==> config.mk <==
export PLATFORM = sky130hd
export DESIGN_NAME = io_bus_arbiter_flat
export DESIGN_NICKNAME = d
export VERILOG_FILES = /design/src/rtl/io_bus_arbiter_if.sv /design/src/rtl/io_bus_arbiter.sv /design/src/flat_wrapper.sv
export SDC_FILE = /design/constraint.sdc
export NUM_CORES = 1
export LEC_CHECK = 0
export ABC_CLOCK_PERIOD_IN_PS = 1900
export CORE_ASPECT_RATIO = 0.9
export CORE_MARGIN = 10
export CORE_UTILIZATION = 36
export DETAILED_ROUTE_END_ITERATION = 12
export PLACE_DENSITY = 0.8
export SYNTH_ARGS = -nofsm -noshare
export SYNTH_HDL_FRONTEND = slang
export SYNTH_SLANG_ARGS = --single-unit
==> constraint.sdc <==
create_clock -name clk -period 1.9 [get_ports clk]
set_clock_uncertainty 0.05 [all_clocks]
set_input_delay 0.38 -clock clk [delete_from_list [all_inputs] [get_ports clk]]
set_output_delay 0.38 -clock clk [all_outputs]
set_load 0.02 [all_outputs]
==> src/rtl/io_bus_arbiter_if.sv <==
`default_nettype none
// ============================================================================
// Module      : io_bus_arbiter_if
// Description : Bundle of request/response handshakes for the two requesters
//               and the bus to the memory-mapped I/O port block.
//               slave  modport - seen by the arbiter
//               master modport - seen by the requesters / I/O block side
//               Signals:
//                 req_valid/req_write/req_addr/req_wdata  requester -> arbiter
//                 req_ready/resp_valid/resp_data          arbiter -> requester
//                 io_addr/io_data/io_write                arbiter -> I/O block
//                 io_rdata                                I/O block -> arbiter
//                 busy                                    arbiter status
//               Optional: IO_BUS_ARBITER_LOCK_EN adds req_lock[1:0].
// Revision    : 1.0 - initial release
// ============================================================================
interface io_bus_arbiter_if #(
    parameter int ADDR_W = 16,
    parameter int DATA_W = 16
);
    logic [1:0]          req_valid;
    logic [1:0]          req_write;
    logic [2*ADDR_W-1:0] req_addr;
    logic [2*DATA_W-1:0] req_wdata;
    logic [1:0]          req_ready;
    logic [1:0]          resp_valid;
    logic [DATA_W-1:0]   resp_data;
    logic [ADDR_W-1:0]   io_addr;
    logic [DATA_W-1:0]   io_data;
    logic                io_write;
    logic [DATA_W-1:0]   io_rdata;
    logic                busy;
`ifdef IO_BUS_ARBITER_LOCK_EN
    logic [1:0]          req_lock;
`endif

    modport slave (
`ifdef IO_BUS_ARBITER_LOCK_EN
        input  req_lock,
`endif
        input  req_valid,
        input  req_write,
        input  req_addr,
        input  req_wdata,
        output req_ready,
        output resp_valid,
        output resp_data,
        output io_addr,
        output io_data,
        output io_write,
        input  io_rdata,
        output busy
    );

    modport master (
`ifdef IO_BUS_ARBITER_LOCK_EN
        output req_lock,
`endif
        output req_valid,
        output req_write,
        output req_addr,
        output req_wdata,
        input  req_ready,
        input  resp_valid,
        input  resp_data,
        input  io_addr,
        input  io_data,
        input  io_write,
        output io_rdata,
        input  busy
    );
endinterface : io_bus_arbiter_if
`default_nettype wire

==> src/rtl/io_bus_arbiter.sv <==
`default_nettype none
// ============================================================================
// Module      : io_bus_arbiter
// Description : Two-requester round-robin arbiter and sequencer for the
//               memory-mapped I/O port block. Requester 0 is the CPU
//               load/store unit, requester 1 the debug/monitor port.
//               One transaction is in flight at a time:
//                 IDLE -> ISSUE -> RESP          (write)
//                 IDLE -> ISSUE -> WAIT -> RESP  (read, covers the I/O
//                                                 block's registered read)
//               Ports:
//                 clk       system clock, rising edge
//                 sync_rst  synchronous reset, active low
//                 bus       io_bus_arbiter_if.slave (requests, responses,
//                           I/O block bus, busy)
//               Optional: define IO_BUS_ARBITER_LOCK_EN to enable req_lock,
//               which lets a granted requester keep exclusive ownership of
//               arbitration until it is granted with its lock low.
// Revision    : 1.0 - initial release
// ============================================================================
module io_bus_arbiter #(
    parameter int ADDR_W = 16,
    parameter int DATA_W = 16
) (
    input  logic            clk,
    input  logic            sync_rst,
    io_bus_arbiter_if.slave bus
);

    typedef enum logic [1:0] {
        ST_IDLE  = 2'd0,
        ST_ISSUE = 2'd1,
        ST_WAIT  = 2'd2,
        ST_RESP  = 2'd3
    } state_t;

    state_t              r_state;
    state_t              w_next_state;

    // Round-robin pointer: the requester that wins when both are valid.
    logic                r_rr_ptr;
    // Requester that owns the in-flight transaction.
    logic                r_owner;
    logic                r_write;
    logic [ADDR_W-1:0]   r_addr;
    logic [DATA_W-1:0]   r_wdata;
    logic [DATA_W-1:0]   r_resp_data;

    logic [1:0]          w_eligible;
    logic                w_winner;
    logic                w_grant;
    logic [ADDR_W-1:0]   w_sel_addr;
    logic [DATA_W-1:0]   w_sel_wdata;
    logic                w_sel_write;
    logic [1:0]          w_req_ready;
    logic [1:0]          w_resp_valid;
    logic                w_io_write;

    // ------------------------------------------------------------------
    // Eligibility: with locking, a lock holder masks the other requester
    // out of arbitration entirely (even if the holder is not requesting).
    // ------------------------------------------------------------------
`ifdef IO_BUS_ARBITER_LOCK_EN
    logic r_lock_active;
    logic r_lock_owner;

    always_comb begin
        w_eligible = bus.req_valid;
        if (r_lock_active) begin
            w_eligible = bus.req_valid & (r_lock_owner ? 2'b10 : 2'b01);
        end
    end
`else
    assign w_eligible = bus.req_valid;
`endif

    // Winner select: a lone requester wins outright, a tie goes to r_rr_ptr.
    always_comb begin
        w_winner = 1'b0;
        case (w_eligible)
            2'b01:   w_winner = 1'b0;
            2'b10:   w_winner = 1'b1;
            2'b11:   w_winner = r_rr_ptr;
            default: w_winner = 1'b0;
        endcase
    end

    assign w_grant     = (r_state == ST_IDLE) && (|w_eligible);
    assign w_sel_addr  = w_winner ? bus.req_addr[2*ADDR_W-1:ADDR_W]
                                  : bus.req_addr[ADDR_W-1:0];
    assign w_sel_wdata = w_winner ? bus.req_wdata[2*DATA_W-1:DATA_W]
                                  : bus.req_wdata[DATA_W-1:0];
    assign w_sel_write = bus.req_write[w_winner];

    // ------------------------------------------------------------------
    // Next state and state-decoded outputs.
    // ------------------------------------------------------------------
    always_comb begin
        w_next_state = r_state;
        w_req_ready  = 2'b00;
        w_resp_valid = 2'b00;
        w_io_write   = 1'b0;
        case (r_state)
            ST_IDLE: begin
                if (w_grant) begin
                    w_req_ready  = w_winner ? 2'b10 : 2'b01;
                    w_next_state = ST_ISSUE;
                end
            end
            ST_ISSUE: begin
                w_io_write   = r_write;
                // Writes need no read-latency slot.
                w_next_state = r_write ? ST_RESP : ST_WAIT;
            end
            ST_WAIT: begin
                w_next_state = ST_RESP;
            end
            ST_RESP: begin
                w_resp_valid = r_owner ? 2'b10 : 2'b01;
                w_next_state = ST_IDLE;
            end
            default: begin
                w_next_state = ST_IDLE;
            end
        endcase
    end

    // ------------------------------------------------------------------
    // State and datapath registers.
    // ------------------------------------------------------------------
    always_ff @(posedge clk) begin
        if (!sync_rst) begin
            r_state     <= ST_IDLE;
            r_rr_ptr    <= 1'b0;
            r_owner     <= 1'b0;
            r_write     <= 1'b0;
            r_addr      <= '0;
            r_wdata     <= '0;
            r_resp_data <= '0;
        end else begin
            r_state <= w_next_state;
            if (w_grant) begin
                r_owner     <= w_winner;
                r_rr_ptr    <= ~w_winner;
                r_write     <= w_sel_write;
                r_addr      <= w_sel_addr;
                r_wdata     <= w_sel_wdata;
                // Cleared here so that write responses carry zero data.
                r_resp_data <= '0;
            end
            if (r_state == ST_WAIT) begin
                r_resp_data <= bus.io_rdata;
            end
        end
    end

`ifdef IO_BUS_ARBITER_LOCK_EN
    // Lock state follows the lock bit of each grant: set when the winner
    // is granted with req_lock high, released by a grant with it low.
    always_ff @(posedge clk) begin
        if (!sync_rst) begin
            r_lock_active <= 1'b0;
            r_lock_owner  <= 1'b0;
        end else if (w_grant) begin
            r_lock_active <= bus.req_lock[w_winner];
            r_lock_owner  <= w_winner;
        end
    end
`endif

    // ------------------------------------------------------------------
    // Outputs. io_addr/io_data are driven from the latch at all times;
    // only io_write qualifies the cycle, and I/O reads have no side effects.
    // ------------------------------------------------------------------
    assign bus.req_ready  = w_req_ready;
    assign bus.resp_valid = w_resp_valid;
    assign bus.resp_data  = r_resp_data;
    assign bus.io_addr    = r_addr;
    assign bus.io_data    = r_wdata;
    assign bus.io_write   = w_io_write;
    assign bus.busy       = (r_state != ST_IDLE);

endmodule : io_bus_arbiter
`default_nettype wire
==> src/flat_wrapper.sv <==
// flat-port wrapper written by rule: the top's interface ports become plain ports
module io_bus_arbiter_flat 
#(
    parameter int ADDR_W = 16,
    parameter int DATA_W = 16
)
  (clk, sync_rst, bus_req_valid, bus_req_write, bus_req_addr, bus_req_wdata, bus_req_ready, bus_resp_valid, bus_resp_data, bus_io_addr, bus_io_data, bus_io_write, bus_io_rdata, bus_busy);
  io_bus_arbiter_if #(.ADDR_W(ADDR_W), .DATA_W(DATA_W)) bus_i ();
  input  logic clk;
  input  logic sync_rst;
  input wire logic [$bits(bus_i.req_valid)-1:0] bus_req_valid;
  input wire logic [$bits(bus_i.req_write)-1:0] bus_req_write;
  input wire logic [$bits(bus_i.req_addr)-1:0] bus_req_addr;
  input wire logic [$bits(bus_i.req_wdata)-1:0] bus_req_wdata;
  output wire logic [$bits(bus_i.req_ready)-1:0] bus_req_ready;
  output wire logic [$bits(bus_i.resp_valid)-1:0] bus_resp_valid;
  output wire logic [$bits(bus_i.resp_data)-1:0] bus_resp_data;
  output wire logic [$bits(bus_i.io_addr)-1:0] bus_io_addr;
  output wire logic [$bits(bus_i.io_data)-1:0] bus_io_data;
  output wire logic [$bits(bus_i.io_write)-1:0] bus_io_write;
  input wire logic [$bits(bus_i.io_rdata)-1:0] bus_io_rdata;
  output wire logic [$bits(bus_i.busy)-1:0] bus_busy;
  assign bus_i.req_valid = bus_req_valid;
  assign bus_i.req_write = bus_req_write;
  assign bus_i.req_addr = bus_req_addr;
  assign bus_i.req_wdata = bus_req_wdata;
  assign bus_req_ready = bus_i.req_ready;
  assign bus_resp_valid = bus_i.resp_valid;
  assign bus_resp_data = bus_i.resp_data;
  assign bus_io_addr = bus_i.io_addr;
  assign bus_io_data = bus_i.io_data;
  assign bus_io_write = bus_i.io_write;
  assign bus_i.io_rdata = bus_io_rdata;
  assign bus_busy = bus_i.busy;
  io_bus_arbiter #(.ADDR_W(ADDR_W), .DATA_W(DATA_W)) u_core (.clk(clk), .sync_rst(sync_rst), .bus(bus_i));
endmodule
[Yosys cells after proc, flatten, opt, wreduce, memory -nomap -nowiden]
Index checks and enable logic that the tools add are counted.
Cells by class
  equal/unequal tests: 6
  reduce and logical (&&, ||, !) cells: 5
  muxes and demuxes: 16
  bitwise operators: 1
  order comparisons: 1
Operators by type and width (count)
  16-bit two-way mux: 4
  2-bit two-way mux: 6
  2-bit == test (second input constant): 4
  2-bit one-hot mux with 4 select lines: 1
  1-bit two-way mux: 4
  2-bit nonzero test: 2
  2-bit by 1-bit == test with 1-bit output (second input constant): 1
  2-bit zero test: 1
  1-bit by 2-bit less-than comparator with 1-bit output (second input constant): 1
  2-bit by 1-bit inequality test with 1-bit output (second input constant): 1
  1-bit one-hot mux with 2 select lines: 1
  2-bit OR reduction: 1
  1-bit logical AND: 1
  1-bit inverter: 1
Storage, ports and cells
  output and inout bits: 54
  bits of input ports: 86
  word-level logic and storage cells: 36
  register bits after elaboration: 53

[Longest topological paths before layout]
  depth after elaboration: 5
  depth in mapped cells: 8
  gate-level depth less buffers: 5

[Least setup slack after synthesis]
OpenSTA, ideal clock, no wires.
  kind: reg2out
  start: register u_core.r_state[0]
  end: output bus_req_ready[0]
  arrival: 1164 ps
  slack: 306 ps
  stages on the path, launching flop included: 6
  required time: 1470 ps
  buffers on the path: 1
  cell sequence: dfxtp_1 > inv_1 > ha_1 > buf_2 > nand2_1 > a21oi_1
On the way
  word-level cells in the longest chain between the ends: 4
RTL lines
  start: declaration: line io_bus_arbiter.sv:37  | state_t r_state;
  start signal: assignment: line io_bus_arbiter.sv:141  | r_state <= w_next_state;
  2-bit zero test (*): line io_bus_arbiter.sv:88, io_bus_arbiter.sv:103
  1-bit logical AND: line io_bus_arbiter.sv:88  | assign w_grant = (r_state == ST_IDLE) && (|w_eligible);
  2-bit two-way mux: line io_bus_arbiter.sv:105  | if (w_grant) begin
  2-bit two-way mux (*): line io_bus_arbiter.sv:103  | case (r_state)
  end: declaration: line flat_wrapper.sv:15  | output wire logic [$bits(bus_i.req_ready)-1:0] bus_req_ready;
Every way passes the cells marked *; elsewhere a longest branch is shown, timed or not.

[Worst setup path after layout]
  start: register u_core.r_state[1]
  end: output bus_req_ready[1]
Same word-level chain as after synthesis.

==> impl_summary.md <==
Placement
Including well taps, the total number of placed cells is 426. The wire-length estimate of the detail-placed layout is 6.26 mm. Input and output buffers added on the ports amount to 139.

The cell area reported after detailed placement is 3740 um^2. Routability-driven placement finished with a final weighted congestion of 0.818.

Floorplan
From left edge to right edge, the die measures 102 um. 140 I/O pins were placed. The die height is 93.8 um. The floorplan step defined a die boundary enclosing 9580 um^2. The number of rows in the core area is 26. The initial standard-cell utilization of the core is 0.377. The area of the placeable core is 5790 um^2.

GRT
The number of antenna violations at the first check in global routing was 0. For this run, global-route usage on met1 was measured as 0.194. The global router's overall resource usage is 0.161. The routing layer with the top usage in global route is met2. The first-pass GRT wire length is 12.2 mm. The total congestion overflow is 0. Entering global routing, the biggest net connects 36 pins.

The number of global-route vias before repair is 2297. For met3 alone, demand over resource in global routing was 0.0427. The global-route track usage on met2 is 0.265.

Timing
The worst-margin pin slew is 0.869 ns. The setup violation total in the final timing report is 0. For this run, the top clock speed supported by timing is 559 MHz. Across all hold checks on the routed design, the worst slack comes to 0.439 ns.

The minimum clock period is 1.79 ns. The final count of hold timing violations is 0. The number of pins exceeding their max-slew limit in the final report is 0. The final-layout setup total negative slack is 0 ns. Setup repair after global routing left no endpoint under its margin.

The post-route clock period utilization is 0.941. The remaining max-slew budget at the tightest pin is 0.421.

Hold path
The launch point of the worst hold path is u_core.bus.resp_data[0]. The class of the tightest hold or removal check is reg2reg.

Logic synthesis
Of the total synthesized cell area, the portion taken by AND, OR, NAND and NOR gates is 0.199. After synthesis, the cell types taking the most area are dfxtp_1, a221o_1, and3_1. The mean instance size in the synthesized netlist is 10.1 um^2.

Of the post-synthesis cell area, the dominant cell type holds 0.487. The post-synthesis compound-gate area fraction is 0.227. The cell count after synthesis is 216. In this run, distinct cell masters in the synthesized netlist total 24.

After synthesis, the largest family of logic cells by area is compound AO/OA/AOI/OAI gates. The mux share of post-synthesis cell area is 0.00459. The largest area contributor in the netlist is dfxtp_1. Summing every instance area after synthesis gives 2180 um^2.

The post-synthesis sequential area ratio is 0.487. When the netlist entered floorplanning its net count stood at 306. Of the total synthesized cell area, the portion taken by XOR and XNOR cells is 0. The count of synthesis-stage warnings from yosys is 0.

Of the total synthesized cell area, the portion taken by full adders, half adders and majority gates is 0.0229. The post-synthesis register bit count is 53.

Power and ir drop
For this design the ratio of total power to cell area is 1210 nW/um^2. Of the total power, registers draw 0.336. The share of total power dissipated in the clock network is 0.159.

The worst voltage drop across the vdd grid is 0.825 mV. Of the total power, the share spent switching nets is 0.361. The internal portion of the total power is 2960 uW. The static leakage power is 0.00158 uW.

For this design the total switching power over the nets is 1670 uW. Of the total power, combinational logic draws 0.505.

Clock network
The root buffer cell is clkbuf_8. The H-tree level count is 2. After clock tree synthesis, the clock-pin slew on the worst setup and hold paths is 0.09 ns. The TritonCTS clock tree is yes. After clock tree synthesis, the repair step resized 13 gates. The worst-skew pair later-pin latency is 0.30 ns. For this design, the sink count on the clock tree is 53. In this run the deepest clock path goes through 2 buffers. The total clock buffers created by CTS is 5.

Hold repair after CTS inserted 0 buffers. The setup fix buffers added after clock tree synthesis is 0.

Cells and area
After filler insertion, the fill cell instance count of the layout stands at 506. The total area of multi-input combinational cells is 1000 um^2. The final core utilization is 0.659. Excluding fillers, the count of instances in the completed layout stands at 433. For this run, the post-layout net count is 453. Summing all non-filler instances in the final layout gives an area of 3820 um^2. The repair_antennas step left the layout with diodes totalling 0. The ratio of cells with drive above 1 in the final layout is 0.105.

The layout overhead on the synthesized area is 75.0%. In the final layout, flip-flops and latches occupy 1060 um^2.

Critical path
Measured in cells, the most critical reg-to-reg path has a length of 7. The most critical setup path has its endpoint at bus_req_ready[1]. The critical path in this run is classified as reg2out. The launch point of the worst path is u_core.r_state[1]. The required time at the worst-slack endpoint is 1.47 ns. The worst register-to-register path ends at u_core.bus.io_data[7]. Data on the critical path arrives at its endpoint at 1.36 ns.

STA classifies the critical path endpoint as a primary output. The reg-to-reg startpoint is u_core.r_state[1]. The worst-path maximum fanout is 3. The element type at the critical path start is a register. The register-to-register path setup slack is 0.22 ns.

Drt
The detail route stage leaves a number of antenna-violating nets equal to 0. The number of vias per cell after detailed routing is 5.21. After detailed routing, the number of remaining DRC violations is 0. The detailed-route wire length per cell is 18.6 um.

For this block, the routed nets add up to 8.05 mm of wire. The detailed-router iteration count before antenna repair is 4. The detailed router finished its first iteration with 81 violations.

The total number of vias is 2255.

Run
The max-capacitance violation count is 0.

Run status
The run finished with clean final reports.
[power groups by stage]
stage | clock [uW] | combinational, uW | sequential (uW)
after detailed placement | 0 | 2390 | 1570
final | 737 | 2330 | 1550
after global placement | 0 | 2350 | 1560
after floorplan | 0 | 868 | 1890
after global routing | 798 | 2520 | 1580
after CTS | 761 | 2380 | 1550
[worst min-delay path by stage]
stage / endpoint / cells past startpoint
2_1_floorplan: u_core.r_rr_ptr / 1
3_3_place_gp: u_core.bus.resp_data[9] / 2
3_5_place_dp: u_core.bus.resp_data[0] / 2
4_1_cts: u_core.bus.resp_data[0] / 2
5_1_grt: u_core.bus.resp_data[0] / 2
6_report: u_core.bus.resp_data[0] / 2
[layout make-up]
class | instances | share of cell area
well taps | 70 | 0.0229
inverters | 5 | 0.00492
repair buffers | 160 | 0.405
clock inverters | 2 | 0.00918
multi-input cells | 138 | 0.262
clock buffers | 5 | 0.0180
flip-flops and latches | 53 | 0.278
[state kept, by name, summed over array words and instances (netlist names)]
| register | count |
|---|---|
| u_core.bus.io_addr | 16 |
| u_core.bus.io_data | 16 |
| u_core.bus.resp_data | 16 |
| u_core.r_state | 2 |
| u_core.r_owner | 1 |
| u_core.r_rr_ptr | 1 |
| u_core.r_write | 1 |
[cell usage in the layout (no fill, tap or decap), types with 3 or more instances in the layout]
cell / instances
and3_1: 33
and2_1: 3
buf_4: 20
clkbuf_2: 3
a221o_1: 33
dfxtp_1: 53
a21oi_1: 19
ha_1: 4
nand3b_1: 16
clkbuf_8: 5
nand2_1: 18
clkdlybuf4s50_1: 133
inv_1: 4
[synth_stat cells (all sizes together)]
cell type,instances
and3,33
and2,3
nand2,18
a311oi,1
nor2b,1
clkbuf,10
o21ai,2
inv,5
ha,4
dfxtp,53
nor2,2
nand3b,16
a21oi,19
mux2i,1
o21a,1
nor3b,1
buf,10
a221o,33
a211oi,2
o311a,1
[metal layers]
| metal | routed length, um | vias up |
|---|---|---|
| li1 | - | 1101 |
| met1 | 3360 | 1058 |
| met2 | 3930 | 83 |
| met3 | 565 | 13 |
| met4 | 191 | 0 |
| met5 | 0 | - |
[per-stage QoR]
stage | total power (uW) | worst slack (ns)
finish | 4620 | 0.112
global route | 4910 | 0.000343
CTS | 4690 | 0.0196
detailed placement | 3960 | -0.271
global placement | 3910 | -0.238
floorplan | 2760 | 0.306
[cell families after synthesis]
logic type               after synthesis
adder cells (fa/ha/maj)                4
buffers and inverters                 25
flip-flops                            53
AND/OR/NAND/NOR                       74
multiplexers                           1
AO/OA/AOI/OAI                         59
[critical path, cell delays in order, from the launching register on]
cell     delay (ns)
dfxtp_1        0.32
inv_1          0.08
ha_1           0.21
nand2_1        0.08
a21oi_1        0.18
buf_4          0.18
(Power assumes the default switching activity.)
